--- config.mk ---
export PLATFORM = sky130hd
export DESIGN_NAME = argmax_seq
export DESIGN_NICKNAME = d
export VERILOG_FILES = /design/src/rtl/argmax_seq.sv
export SDC_FILE = /design/constraint.sdc
export NUM_CORES = 1
export LEC_CHECK = 0
export BUFFER_PORTS_ARGS = -buffer_cell sky130_fd_sc_hd__buf_4
export CAP_MARGIN = 20
export CORE_MARGIN = 3
export CORE_UTILIZATION = 30
export CTS_BUF_LIST = sky130_fd_sc_hd__clkbuf_4
export DETAILED_ROUTE_END_ITERATION = 16
export GPL_TIMING_DRIVEN = 1
export HOLD_SLACK_MARGIN = 0.15
export MAX_ROUTING_LAYER = met4
export PLACE_DENSITY = 0.55
export SLEW_MARGIN = 20
export SYNTH_ARGS = -nofsm -noshare
export SYNTH_HDL_FRONTEND = slang
export SYNTH_SLANG_ARGS = --single-unit
--- constraint.sdc ---
create_clock -name clk -period 14.4 [get_ports clk]
set_clock_uncertainty 0.15 [all_clocks]
set_input_delay 2.16 -clock clk [delete_from_list [all_inputs] [get_ports clk]]
set_output_delay 2.16 -clock clk [all_outputs]
set_load 0.005 [all_outputs]
--- src/rtl/argmax_seq.sv ---
// ---------------------------------------------------------------------------
// argmax_seq -- job sequencer around a 16-lane signed max tree.
//
// A job of cfg_len elements arrives as ceil(cfg_len/16) beats of 16 lanes.
// The sequencer tags every lane with its global element index and feeds the
// {index, data} pairs to max16. It folds each beat's winner into a running
// maximum and reports the final maximum value and its index.
//
// Optional feature: define ARGMAX_SEQ_PIPE_EN to insert one register stage
// between the tree and the accumulator. The result then arrives one cycle
// later and throughput is unchanged.
//
// Ports
//   clk        rising-edge clock
//   rst_n      asynchronous active-low reset, aborts any job
//   start      job start pulse, honoured only in IDLE with cfg_len != 0
//   cfg_len    element count of the job, sampled with start
//   in_valid   input beat valid
//   in_ready   a beat is accepted when in_valid && in_ready
//   in_data    16 lanes, lane k in bits [k*Data_Width +: Data_Width]
//   out_valid  result valid, held until out_ready
//   out_ready  result consumed
//   out_max    maximum value (signed)
//   out_index  global index of the maximum
//   busy       job in progress (state != IDLE)
// ---------------------------------------------------------------------------

// max16: combinational 16-to-1 signed max over {index, data} pairs.
// On equal data the lower-numbered lane wins.
module max16 #(
    parameter int Data_Width  = 8,
    parameter int Index_Width = 16
) (
    input  logic [16*(Index_Width+Data_Width)-1:0] sub_data,
    output logic signed [Data_Width-1:0]           max_data,
    output logic [Index_Width-1:0]                 max_index
);
    localparam int SW = Index_Width + Data_Width;

    logic signed [Data_Width-1:0] l0_data [16];
    logic [Index_Width-1:0]       l0_idx  [16];
    logic signed [Data_Width-1:0] l1_data [8];
    logic [Index_Width-1:0]       l1_idx  [8];
    logic signed [Data_Width-1:0] l2_data [4];
    logic [Index_Width-1:0]       l2_idx  [4];
    logic signed [Data_Width-1:0] l3_data [2];
    logic [Index_Width-1:0]       l3_idx  [2];

    genvar gi;
    generate
        for (gi = 0; gi < 16; gi++) begin : g_leaf
            assign l0_data[gi] = sub_data[gi*SW +: Data_Width];
            assign l0_idx[gi]  = sub_data[gi*SW + Data_Width +: Index_Width];
        end
        for (gi = 0; gi < 8; gi++) begin : g_lvl1
            assign l1_data[gi] = (l0_data[2*gi] >= l0_data[2*gi+1]) ? l0_data[2*gi] : l0_data[2*gi+1];
            assign l1_idx[gi]  = (l0_data[2*gi] >= l0_data[2*gi+1]) ? l0_idx[2*gi]  : l0_idx[2*gi+1];
        end
        for (gi = 0; gi < 4; gi++) begin : g_lvl2
            assign l2_data[gi] = (l1_data[2*gi] >= l1_data[2*gi+1]) ? l1_data[2*gi] : l1_data[2*gi+1];
            assign l2_idx[gi]  = (l1_data[2*gi] >= l1_data[2*gi+1]) ? l1_idx[2*gi]  : l1_idx[2*gi+1];
        end
        for (gi = 0; gi < 2; gi++) begin : g_lvl3
            assign l3_data[gi] = (l2_data[2*gi] >= l2_data[2*gi+1]) ? l2_data[2*gi] : l2_data[2*gi+1];
            assign l3_idx[gi]  = (l2_data[2*gi] >= l2_data[2*gi+1]) ? l2_idx[2*gi]  : l2_idx[2*gi+1];
        end
    endgenerate

    assign max_data  = (l3_data[0] >= l3_data[1]) ? l3_data[0] : l3_data[1];
    assign max_index = (l3_data[0] >= l3_data[1]) ? l3_idx[0]  : l3_idx[1];
endmodule

module argmax_seq #(
    parameter int Data_Width  = 8,
    parameter int Index_Width = 16
) (
    input  logic                    clk,
    input  logic                    rst_n,
    input  logic                    start,
    input  logic [Index_Width-1:0]  cfg_len,
    input  logic                    in_valid,
    output logic                    in_ready,
    input  logic [16*Data_Width-1:0] in_data,
    output logic                    out_valid,
    input  logic                    out_ready,
    output logic [Data_Width-1:0]   out_max,
    output logic [Index_Width-1:0]  out_index,
    output logic                    busy
);
    localparam int SW = Index_Width + Data_Width;

    typedef enum logic [1:0] {IDLE, RUN, DONE} state_t;

    state_t                       state_reg;
    logic [Index_Width-1:0]       len_reg;
    logic [Index_Width-1:0]       base_reg;      // global index of lane 0 = b*16
    logic                         first_reg;
    logic                         in_ready_reg;
    logic                         out_valid_reg;
    logic signed [Data_Width-1:0] acc_max_reg;
    logic [Index_Width-1:0]       acc_index_reg;
    logic [Data_Width-1:0]        out_max_reg;
    logic [Index_Width-1:0]       out_index_reg;

    logic                         accept;
    logic                         last_beat;
    logic [16*SW-1:0]             sub_data;
    logic signed [Data_Width-1:0] tree_max;
    logic [Index_Width-1:0]       tree_index;

    assign accept    = in_valid && in_ready_reg;
    // base < len always holds in RUN, so the subtraction never wraps.
    assign last_beat = (len_reg - base_reg) <= Index_Width'(16);

    // Lane tagging. Lanes past the end of the job mirror lane 0 (never
    // masked, since base < len), so they can only tie with lane 0 and the
    // winning index always stays inside the job.
    genvar gi;
    generate
        for (gi = 0; gi < 16; gi++) begin : g_tag
            logic [Index_Width:0] elem_idx;
            logic                 masked;
            assign elem_idx = {1'b0, base_reg} + (Index_Width+1)'(gi);
            assign masked   = elem_idx >= {1'b0, len_reg};
            assign sub_data[gi*SW +: SW] = masked
                ? {base_reg, in_data[0 +: Data_Width]}
                : {elem_idx[Index_Width-1:0], in_data[gi*Data_Width +: Data_Width]};
        end
    endgenerate

    max16 #(
        .Data_Width  (Data_Width),
        .Index_Width (Index_Width)
    ) u_max16 (
        .sub_data  (sub_data),
        .max_data  (tree_max),
        .max_index (tree_index)
    );

    // Accumulator input: either straight from the tree or via one stage.
    logic                         acc_in_valid;
    logic                         acc_in_first;
    logic                         acc_in_last;
    logic signed [Data_Width-1:0] acc_in_max;
    logic [Index_Width-1:0]       acc_in_index;

`ifdef ARGMAX_SEQ_PIPE_EN
    logic                         pipe_valid_reg;
    logic                         pipe_first_reg;
    logic                         pipe_last_reg;
    logic signed [Data_Width-1:0] pipe_max_reg;
    logic [Index_Width-1:0]       pipe_index_reg;

    always_ff @(posedge clk or negedge rst_n) begin
        if (!rst_n) begin
            pipe_valid_reg <= 1'b0;
            pipe_first_reg <= 1'b0;
            pipe_last_reg  <= 1'b0;
            pipe_max_reg   <= '0;
            pipe_index_reg <= '0;
        end else begin
            pipe_valid_reg <= accept;
            if (accept) begin
                pipe_first_reg <= first_reg;
                pipe_last_reg  <= last_beat;
                pipe_max_reg   <= tree_max;
                pipe_index_reg <= tree_index;
            end
        end
    end

    assign acc_in_valid = pipe_valid_reg;
    assign acc_in_first = pipe_first_reg;
    assign acc_in_last  = pipe_last_reg;
    assign acc_in_max   = pipe_max_reg;
    assign acc_in_index = pipe_index_reg;
`else
    assign acc_in_valid = accept;
    assign acc_in_first = first_reg;
    assign acc_in_last  = last_beat;
    assign acc_in_max   = tree_max;
    assign acc_in_index = tree_index;
`endif

    // Strictly-greater replacement keeps the earlier index on cross-beat ties.
    logic                         acc_take;
    logic signed [Data_Width-1:0] acc_max_next;
    logic [Index_Width-1:0]       acc_index_next;

    assign acc_take       = acc_in_first || (acc_in_max > acc_max_reg);
    assign acc_max_next   = acc_take ? acc_in_max   : acc_max_reg;
    assign acc_index_next = acc_take ? acc_in_index : acc_index_reg;

    always_ff @(posedge clk or negedge rst_n) begin
        if (!rst_n) begin
            state_reg     <= IDLE;
            len_reg       <= '0;
            base_reg      <= '0;
            first_reg     <= 1'b0;
            in_ready_reg  <= 1'b0;
            out_valid_reg <= 1'b0;
            acc_max_reg   <= '0;
            acc_index_reg <= '0;
            out_max_reg   <= '0;
            out_index_reg <= '0;
        end else begin
            case (state_reg)
                IDLE: begin
                    if (start && (cfg_len != '0)) begin
                        len_reg      <= cfg_len;
                        base_reg     <= '0;
                        first_reg    <= 1'b1;
                        in_ready_reg <= 1'b1;
                        state_reg    <= RUN;
                    end
                end
                RUN: begin
                    if (accept) begin
                        base_reg  <= base_reg + Index_Width'(16);
                        first_reg <= 1'b0;
                        if (last_beat) begin
                            in_ready_reg <= 1'b0;
                        end
                    end
                    if (acc_in_valid) begin
                        acc_max_reg   <= acc_max_next;
                        acc_index_reg <= acc_index_next;
                        if (acc_in_last) begin
                            out_max_reg   <= acc_max_next;
                            out_index_reg <= acc_index_next;
                            out_valid_reg <= 1'b1;
                            state_reg     <= DONE;
                        end
                    end
                end
                DONE: begin
                    if (out_ready) begin
                        out_valid_reg <= 1'b0;
                        state_reg     <= IDLE;
                    end
                end
                default: state_reg <= IDLE;
            endcase
        end
    end

    assign in_ready  = in_ready_reg;
    assign out_valid = out_valid_reg;
    assign out_max   = out_max_reg;
    assign out_index = out_index_reg;
    assign busy      = (state_reg != IDLE);
endmodule

== Yosys cells after proc, flatten, opt, wreduce, memory -nomap -nowiden ==
Index checks and enable logic that the tools add are counted.

* Memories: 0
* Memory bits (read-only): 0
* RAM bits: 0
* Bits of input ports: 149
* Word-level logic and storage cells: 145
* Bits in latches: 0
* Output and inout bits: 27
* Register bits after elaboration: 85

* Eq/ne operators: 6
* Reduce and logical (&&, ||, !) cells: 15
* Multiply operators: 0
* Muxes and demuxes: 65
* Div/mod/pow operators: 0
* Shifts and indexed selects: 0
* Bitwise logic cells: 0
* Magnitude comparators: 32
* Add/subtract/negate cells: 17

{| class="wikitable"
|+ Operators by type and width
! kind !! count
|-
| $mux W24 || 15
|-
| $mux W16 || 18
|-
| $ge A17 B16 Y1 || 15
|-
| $add A16 B4 Y17 const B || 8
|-
| $mux W8 || 16
|-
| $ge A8 B8 Y1 || 15
|-
| $add A16 B3 Y17 const B || 4
|-
| $add A16 B2 Y17 const B || 2
|-
| $pmux W16 S2 || 1
|-
| $add A16 B1 Y17 const B || 1
|-
| $add A16 B5 Y16 const B || 1
|-
| $le A16 B5 Y1 const B || 1
|-
| $reduce_bool A16 Y1 || 1
|-
| $sub A16 B16 Y16 || 1
|-
| $reduce_and A4 Y1 || 3
|-
| $gt A8 B8 Y1 || 1
|-
| $mux W2 || 4
|-
| $ne A2 B2 Y1 const B || 4
|-
| $mux W1 || 7
|-
| $pmux W1 S2 || 3
|-
| $pmux W2 S3 || 1
|-
| $reduce_and A3 Y1 || 2
|-
| $reduce_bool A2 Y1 || 3
|-
| $reduce_and A2 Y1 || 2
|-
| 5 further kinds || 6
|}

== Longest topological paths before layout ==
Gate-level depths: netlist of the first run.

* Depth in word-level cells: 14
* Depth in mapped cells: 73
* Mapped depth without buffers: 70

== Hierarchy ==
From an unflattened synthesis of the first run, not the netlist that was laid out.

* Cells, all modules: 2049
* Area, all modules: 16430.8 µm²

{| class="wikitable"
|+ Modules (own cells, without submodules)
! module !! times used !! cells each !! seq. area each (µm²) !! area each (µm²)
|-
| argmax_seq || 1 || 1003 || 2026.9 || 8285.4
|-
| max16 || 1 || 1046 || 0.0 || 8145.3
|}

== Worst setup path after synthesis of the first run ==
Ideal clock, no wire load.

* Kind: in2reg
* Start: input port in_data[1]
* End: register out_max_reg[3] (netlist: out_max[3])
* Path buffers: 6
* Path slack: 1917 ps
* Setup time: 139 ps
* Data arrival time: 12195 ps
* Cell stages on the path: 63
* Data required time: 14111 ps
* Path through: clkbuf_1 inv_1 clkbuf_1 nor2_1 a21oi_1 ha_1 a21o_1 a21o_1 a21o_1 a21o_1 a21oi_1 o31ai_1 nor2_1 a21oi_1 inv_1 ha_1 nand2b_1 a21o_1 [... 27 more ...] clkbuf_1 nor2_1 a21oi_1 ha_1 nor2b_1 o21a_1 o21ai_0 nand2b_1 a21oi_1 nor2b_1 o21ai_0 a21oi_1 a211oi_1 clkbuf_1 clkbuf_1 nand2_1 mux2i_1 a31oi_1

* Cells in the longest elaborated chain, start to end: 12
* Elaborated cells on any way between the ends: 48
* Classes of those cells: 16 x order compare; 31 x mux; 1 x reduce/logical

{| class="wikitable"
|+ Ends and longest elaborated chain
! element !! RTL line !! source
|-
| start, declared || 83 || <nowiki>input logic [16*Data_Width-1:0] in_data,</nowiki>
|-
| $mux W24 || 126 || <nowiki>? {base_reg, in_data[0 +: Data_Width]}</nowiki>
|-
| $ge A8 B8 Y1 || 56 || <nowiki>assign l1_data[gi] = (l0_data[2*gi] >= l0_data[2*gi+1]) ? l0_data[2*gi] : l0_data[2*gi+1];</nowiki>
|-
| $mux W8 || 56 ||
|-
| $ge A8 B8 Y1 || 60 || <nowiki>assign l2_data[gi] = (l1_data[2*gi] >= l1_data[2*gi+1]) ? l1_data[2*gi] : l1_data[2*gi+1];</nowiki>
|-
| $mux W8 || 60 ||
|-
| $ge A8 B8 Y1 || 64 || <nowiki>assign l3_data[gi] = (l2_data[2*gi] >= l2_data[2*gi+1]) ? l2_data[2*gi] : l2_data[2*gi+1];</nowiki>
|-
| $mux W8 || 64 ||
|-
| $ge A8 B8 Y1 || 69 || <nowiki>assign max_data = (l3_data[0] >= l3_data[1]) ? l3_data[0] : l3_data[1];</nowiki>
|-
| $mux W8 * || 69 ||
|-
| $gt A8 B8 Y1 || 190 || <nowiki>assign acc_take = acc_in_first || (acc_in_max > acc_max_reg);</nowiki>
|-
| $logic_or A1 B1 Y1 || 190 ||
|-
| $mux W8 * || 191 || <nowiki>assign acc_max_next = acc_take ? acc_in_max : acc_max_reg;</nowiki>
|-
| end signal, assigned || 229 || <nowiki>out_max_reg <= acc_max_next;</nowiki>
|-
| end, declared || 102 || <nowiki>logic [Data_Width-1:0] out_max_reg;</nowiki>
|}

Every way passes the cells marked *; elsewhere a longest branch is shown, timed or not.
A chain may end at the register's enable or synchronous reset.

== Worst setup path after layout of the first run ==
* Start: register base_reg[12]
* End: register acc_index_reg[8]

* Cells in the longest elaborated chain, start to end: 14
* Elaborated cells on any way between the ends: 93
* Classes of those cells: 15 x add/sub; 31 x order compare; 46 x mux; 1 x reduce/logical

{| class="wikitable"
|+ Ends and longest elaborated chain
! element !! RTL line !! source
|-
| start, declared || 96 || <nowiki>logic [Index_Width-1:0] base_reg;</nowiki>
|-
| start signal, assigned || 219 || <nowiki>base_reg <= base_reg + Index_Width'(16);</nowiki>
|-
| $add A16 B1 Y17 (tied with other cells) || 123 || <nowiki>assign elem_idx = {1'b0, base_reg} + (Index_Width+1)'(gi);</nowiki>
|-
| $ge A17 B16 Y1 || 124 || <nowiki>assign masked = elem_idx >= {1'b0, len_reg};</nowiki>
|-
| $mux W24 || 126 ||
|-
| $ge A8 B8 Y1 || 56, 57 ||
|-
| $mux W8 || 56 ||
|-
| $ge A8 B8 Y1 || 60, 61 ||
|-
| $mux W8 || 60 ||
|-
| $ge A8 B8 Y1 || 64, 65 ||
|-
| $mux W8 || 64 ||
|-
| $ge A8 B8 Y1 || 69, 70 ||
|-
| $mux W8 || 69 ||
|-
| $gt A8 B8 Y1 || 190 ||
|-
| $logic_or A1 B1 Y1 || 190 ||
|-
| $mux W16 * || 192 || <nowiki>assign acc_index_next = acc_take ? acc_in_index : acc_index_reg;</nowiki>
|-
| end signal, assigned || 227 || <nowiki>acc_index_reg <= acc_index_next;</nowiki>
|-
| end, declared || 101 || <nowiki>logic [Index_Width-1:0] acc_index_reg;</nowiki>
|}

Marked as above.

==> results.cfg, run 1 <==
[status]
status = finished clean

[synthesis]
synth_edf_count = 0
async_flop_share_pct = 100.0
yosysWarnings = 0
synthCells = 1624
ys_seq_area_share_pct = 16.53
syn_area_per_cell_um2 = 7.550
synth_seq_cells = 81
syn_area_um2 = 12260
synth_area_leaders = ha_1 (17%), dfrtp_1 (17%), mux2i_1 (9.5%)
synth_top_area_share_pct = 16.84
synth_top_area_cell = ha_1
synth_fp_nets = 1938
ys.flop_type = dfrtp_1
ys_types = 93

[routing]
num_vias = 12330
via_per_inst = 5.428
dr.first_iter.drc_count = 764
firstDrtPassIters = 5
wl_per_cell_um = 19.08
drt_wl_total_um = 43350
drc = 0
ant_nets = 0

[clock_tree]
cts_buffers = 9
clock-sinks = 81
clk_pin_slew_worst_paths_ps = 160
htreeDepth = 3
cts_hold_buf = 0
root_buffer = clkbuf_4
insertion_delay_ps = 470
cts_tree = done
ctsLongestPathBuffers = 2

[finish]
final_common_cell = buf_4
final_cell_mix = buf_4 (201), nand2_1 (171), ha_1 (164), nor2_1 (146), inv_1 (127)
num-fill-cells = 4206
fin_nets = 2055
multi_input_area_um2 = 9414
seq_area_um2 = 2027
area_delta_synth_final_pct = 16.12
final_cell_area_um2 = 14240
drive_gt1_share_pct = 16.78

[sta]
setup_viol = 0
slew_headroom_pct = 28.66
maxSlewViolCount = 0
period_share_pct = 91.71
fin_setup_tns_ps = 0
rsz0062_at_grt = no
fmax_mhz = 75.72
hold_viol_final = 0
period_minus_slack_ps = 13210
tightest_slew_ps = 1043

[floorplan]
fp.dieArea_um2 = 43330
die_y_um = 208.2
rows = 73
initial_utilization_pct = 30.58
io-pin-count = 176
die_x_um = 208.2
core_area_um2 = 40100

[setup_path]
path_class = flop to flop
rr_startpoint = base_reg[12]$_DFFE_PN0P_
r2r-end = acc_index_reg[8]$_DFFE_PN0P_
ff2ff_setup_slack_ps = 1190
cp_common_cell = a21o_1
cp-end-kind = flop
worstPathRequired_ps = 14580
reg2reg_depth = 63
worstSetupEndpoint = acc_index_reg[8]$_DFFE_PN0P_
start_kind = flop
slowest_stage = a21oi_2
max_stage_delay_ps = 580
cp-startpoint = base_reg[12]$_DFFE_PN0P_
crit_arrival_ps = 13390
cp_max_fo = 24

[global_routing]
grtUsageTotal_pct = 19.96
antenna_found_initial = 1
grt_pass1_vias = 11730
grt_max_degree = 55
grt_first_pass_wirelength_um = 67430
grt-ovfl-total = 0

[worst_hold_path]
hold_class = flop to flop

[place]
numPortBuffers = 175
placed_area_um2 = 14010
gp_congestion = 0.9466
place_hpwl_um = 35740

[run]
maxCapViolCount = 0
## worst max-delay path: cells and delay by family (launching register included)
family,cells,cell delay [ps]
AO/OA/AOI/OAI,36,7330
adder cells (fa/ha/maj),6,1840
buffers and inverters,4,740
flip-flops,1,460
multiplexers,4,1120
AND/OR/NAND/NOR,13,1420
## cell families after synthesis
group	count (synthesis)	synth area share, %
compound gates	460	24.95
xor+xnor	23	1.643
fa+ha+maj	166	16.92
buf+inv	222	7.133
flops	81	16.53
mux	149	12.57
other cells	2	0.06125
simple gates	521	20.19
## synthesized netlist by cell type, drive strengths merged, types with 5 or more instances
library cell	n
nand2	171
ha	165
nor2	148
a21oi	128
inv	127
mux2i	118
o21ai	101
dfrtp	81
clkbuf	76
a21o	34
nand3	33
mux2	31
nand2b	29
a31oi	27
nand4	25
o21a	24
and2	23
nor2b	23
buf	19
o211ai	18
xnor2	17
o31ai	15
a211oi	13
nor3	13
and3	11
or2	11
a221o	9
a21boi	8
nor4	8
or3	8
a22o	7
o211a	6
o221ai	6
xor2	6
a2111oi	5
a211o	5
a2bb2oi	5
o21bai	5
## metal layers
metal	up-vias	track usage [%]	wire, um
li1	6084	-	-
met1	5824	28.97	21570
met2	377	30.54	18850
met3	47	1.659	2106
met4	0	3.883	818
met5	-	-	0
## per-stage QoR
step | util, % | worst slack, ps | hold slack (ps) | instances
finish | 35.51 | 1193 | 347.6 | 2272
global route | 35.51 | 6.962 | 375.0 | 2272
CTS | 35.32 | 725.6 | 342.1 | 2266
detailed placement | 34.94 | 709.8 | 313.6 | 2250
global placement | 34.94 | 1023 | 312.5 | 2250
floorplan | - | 1917 | 295.8 | 1624
## how the worst min path moves through the flow
| stage | from | end | cells after the start |
|---|---|---|---|
| detailed placement | acc_index_reg[15]$_DFFE_PN0P_ | acc_index_reg[15]$_DFFE_PN0P_ | 2 |
| finish | acc_index_reg[15]$_DFFE_PN0P_ | acc_index_reg[15]$_DFFE_PN0P_ | 2 |
| CTS | acc_index_reg[15]$_DFFE_PN0P_ | acc_index_reg[15]$_DFFE_PN0P_ | 2 |
| floorplan | acc_index_reg[15]$_DFFE_PN0P_ | acc_index_reg[15]$_DFFE_PN0P_ | 2 |
| global placement | acc_index_reg[15]$_DFFE_PN0P_ | acc_index_reg[15]$_DFFE_PN0P_ | 2 |
| global route | acc_index_reg[9]$_DFFE_PN0P_ | acc_index_reg[9]$_DFFE_PN0P_ | 2 |
## what timing repair did
action,in CTS,in global routing
setup endpoints to repair,0,48
resized for setup,0,9
setup buffers,0,5
## layout make-up
type | instances | share of cell area, %
clock inverters | 7 | 0.5888
repair buffers | 201 | 10.60
flip-flops and latches | 81 | 14.24
multi-input cells | 1321 | 66.12
inverters | 127 | 3.348
clock buffers | 9 | 0.4746
well taps | 525 | 4.614
diodes | 1 | 0.01758
Power of run 1 is not shown: default switching activity piles up to over one toggle a cycle in this logic, so the estimate is an artifact.
==> inputs of run 2 (changes only) <==
--- a/config.mk
+++ b/config.mk
@@ -5,7 +5,8 @@
 export SDC_FILE = /design/constraint.sdc
 export NUM_CORES = 1
 export LEC_CHECK = 0
-export BUFFER_PORTS_ARGS = -buffer_cell sky130_fd_sc_hd__buf_4
+export ABC_AREA = 1
+export BUFFER_PORTS_ARGS = -buffer_cell sky130_fd_sc_hd__buf_2
 export CAP_MARGIN = 20
 export CORE_MARGIN = 3
 export CORE_UTILIZATION = 30
==> run 2 against run 1 <==
Compared with the run above:
- synthesized area decreased by 2.6%
- first-iteration DRC count increased by 26%
- flip-flop and latch count unchanged
- global-route usage decreased by 0.32 points
- cell area decreased by 5.9%
- critical path depth increased by 6
- sequential share of layout area increased by 0.90 points
- critical endpoint is now out_index[2]$_DFFE_PN0P_
==> results.cfg, run 2 <==
[setup_path]
cp-end-kind = flop
cp_common_cell = nand2_1
start_kind = flop
worstPathRequired_ps = 14660
cp_max_fo = 38
slowest_stage = o21ai_0
path_class = flop to flop
crit_arrival_ps = 13190
max_stage_delay_ps = 500

[global_routing]
grt_first_pass_wirelength_um = 64610
grtUsageTotal_pct = 19.64
grt_max_degree = 53
grt_pass1_vias = 11950
grt-ovfl-total = 0
antenna_found_initial = 1

[synthesis]
syn_area_um2 = 11950
synthCells = 1925
synth.area.mux_share_pct = 0.2514
ys_seq_area_share_pct = 16.97
synth_top_family_by_area = simple AND/OR/NAND/NOR gates
yosysWarnings = 0
synth_xor_area_share_pct = 1.320
synth_top_area_cell = nand2_1
synthAdderAreaFrac_pct = 17.28
ys.flop_type = dfrtp_1
synth_edf_count = 0
async_flop_share_pct = 100.0
synth_seq_cells = 81
ys_types = 58
ys_top_cells_by_count = nand2_1 (578), o21ai_0 (274), inv_1 (211), ha_1 (165)
syn_area_per_cell_um2 = 6.205
synth_fp_nets = 2239
synth_area_leaders = nand2_1 (18%), ha_1 (17%), dfrtp_1 (17%)
synth_top_area_share_pct = 18.16
yosysMostFrequentCell = nand2_1
synth_simple_gate_area_share_pct = 34.32
synth-compound-area-share_pct = 19.44

[routing]
wl_per_cell_um = 16.21
drt_wl_total_um = 41460
num_vias = 12980
wirelength_met1_um = 20250
ant_nets = 0
met2WireLength_um = 18800
firstDrtPassIters = 5
drc = 0
dr.max_layer_used = met4
via_per_inst = 5.075
dr_wl_met3_um = 1902
dr.first_iter.drc_count = 962

[finish]
final_cell_mix = nand2_1 (578), o21ai_0 (270), inv_1 (211), buf_2 (174), ha_1 (165)
seq_area_um2 = 2027
multi_input_area_um2 = 8740
area_delta_synth_final_pct = 12.10
num-fill-cells = 4325
final_common_cell = nand2_1
drive_gt1_share_pct = 14.47
fin_nets = 2347

[floorplan]
die_y_um = 205.5
rows = 72
die_x_um = 205.5
core_area_um2 = 39010
fp.dieArea_um2 = 42250
initial_utilization_pct = 30.62
io-pin-count = 176

[worst_hold_path]
hold_class = flop to flop

[clock_tree]
cts_tree = done
root_buffer = clkbuf_4
clock-sinks = 81
cts_buffers = 9
clk_pin_slew_worst_paths_ps = 150
htreeDepth = 3
ctsLongestPathBuffers = 2
insertion_delay_ps = 460

[sta]
maxSlewViolCount = 0
fin_setup_tns_ps = 0
tightest_slew_ps = 1139
slew_headroom_pct = 23.86
fmax_mhz = 77.30
hold_viol_final = 0
period_share_pct = 89.84
setup_viol = 0
rsz0062_at_grt = no
period_minus_slack_ps = 12940

[place]
place_hpwl_um = 34500
numPortBuffers = 175
gp_congestion = 0.9173

[run]
maxCapViolCount = 0

[status]
status = finished clean
run 2: changes by cell type after synthesis, moves of 30 or more:
| cell | previous run | this run |
|---|---|---|
| a21oi_1 | 127 | 85 |
| inv_1 | 127 | 211 |
| mux2_2 | 30 | 0 |
| mux2i_1 | 116 | 3 |
| nand2_1 | 171 | 578 |
| nand3_1 | 32 | 85 |
| nand4_1 | 25 | 63 |
| nor2_1 | 147 | 84 |
| o21ai_0 | 98 | 274 |
run 2: per-stage QoR:
| step | hold slack (ps) | util [%] | setup slack [ps] | instance area (um^2) | cells |
|---|---|---|---|---|---|
| after floorplan | 279.0 | - | 3857 | 11950 | 1925 |
| after global placement | 289.7 | 33.74 | 409.3 | 13160 | 2540 |
| after detailed placement | 297.4 | 33.77 | 622.0 | 13170 | 2540 |
| after CTS | 312.4 | 34.21 | 565.6 | 13340 | 2556 |
| after global routing | 361.2 | 34.33 | 132.4 | 13390 | 2557 |
| final | 313.0 | 34.33 | 1463 | 13390 | 2557 |
run 2: cells by family after synthesis:
family                   count (synthesis)
AND/OR/NAND/NOR                        914
AO/OA/AOI/OAI                          426
buffers and inverters                  316
adder cells (fa/ha/maj)                165
flip-flops                              81
XOR/XNOR                                18
multiplexers                             3
other                                    2
run 2: path summary, 6_finish.rpt:
check	start	endpoint	slack, ps	cells after the start
max	base_reg[8]$_DFFE_PN0P_	out_index[2]$_DFFE_PN0P_	1460	69
min reg2reg	state_reg[0]$_DFFE_PN0P_	state_reg[1]$_DFFE_PN0P_	310	1
max reg2reg	base_reg[8]$_DFFE_PN0P_	out_index[2]$_DFFE_PN0P_	1460	69
max in group asynchronous	rst_n	out_index[12]$_DFFE_PN0P_	11580	2
min in group asynchronous	rst_n	len_reg[2]$_DFFE_PN0P_	1450	1
min	state_reg[0]$_DFFE_PN0P_	state_reg[1]$_DFFE_PN0P_	310	1
run 2: worst max-delay path, delay by kind of cell, from the launching register on:
family / cells / cell delay, ps
flip-flops: 1 / 440
AO/OA/AOI/OAI: 25 / 4820
adder cells (fa/ha/maj): 6 / 1830
AND/OR/NAND/NOR: 25 / 3220
XOR/XNOR: 3 / 470
buffers and inverters: 10 / 1920
run 2: repair_timing:
action	CTS	global route
buffers inserted	0	0
endpoints found under the setup margin	0	48
hold buffers	0	0
resized for setup	0	9
run 2: final cells by class:
type                       count  area share (%)
multi-input combinational   1528           65.27
sequential                    81           15.14
timing repair buffer         183           7.008
inverter                     230           6.466
tap                          518           4.840
clock inverter                 7          0.7569
clock buffer                   9          0.5046
antenna                        1         0.01869
run 2: per-layer routing:
layer / up-vias / global-route usage (%)
met1: 5987 / 28.01
li1: 6649 / -
met3: 32 / 1.835
met5: - / -
met4: 0 / 3.100
met2: 310 / 30.79
Power of run 2 is left out for the same reason.
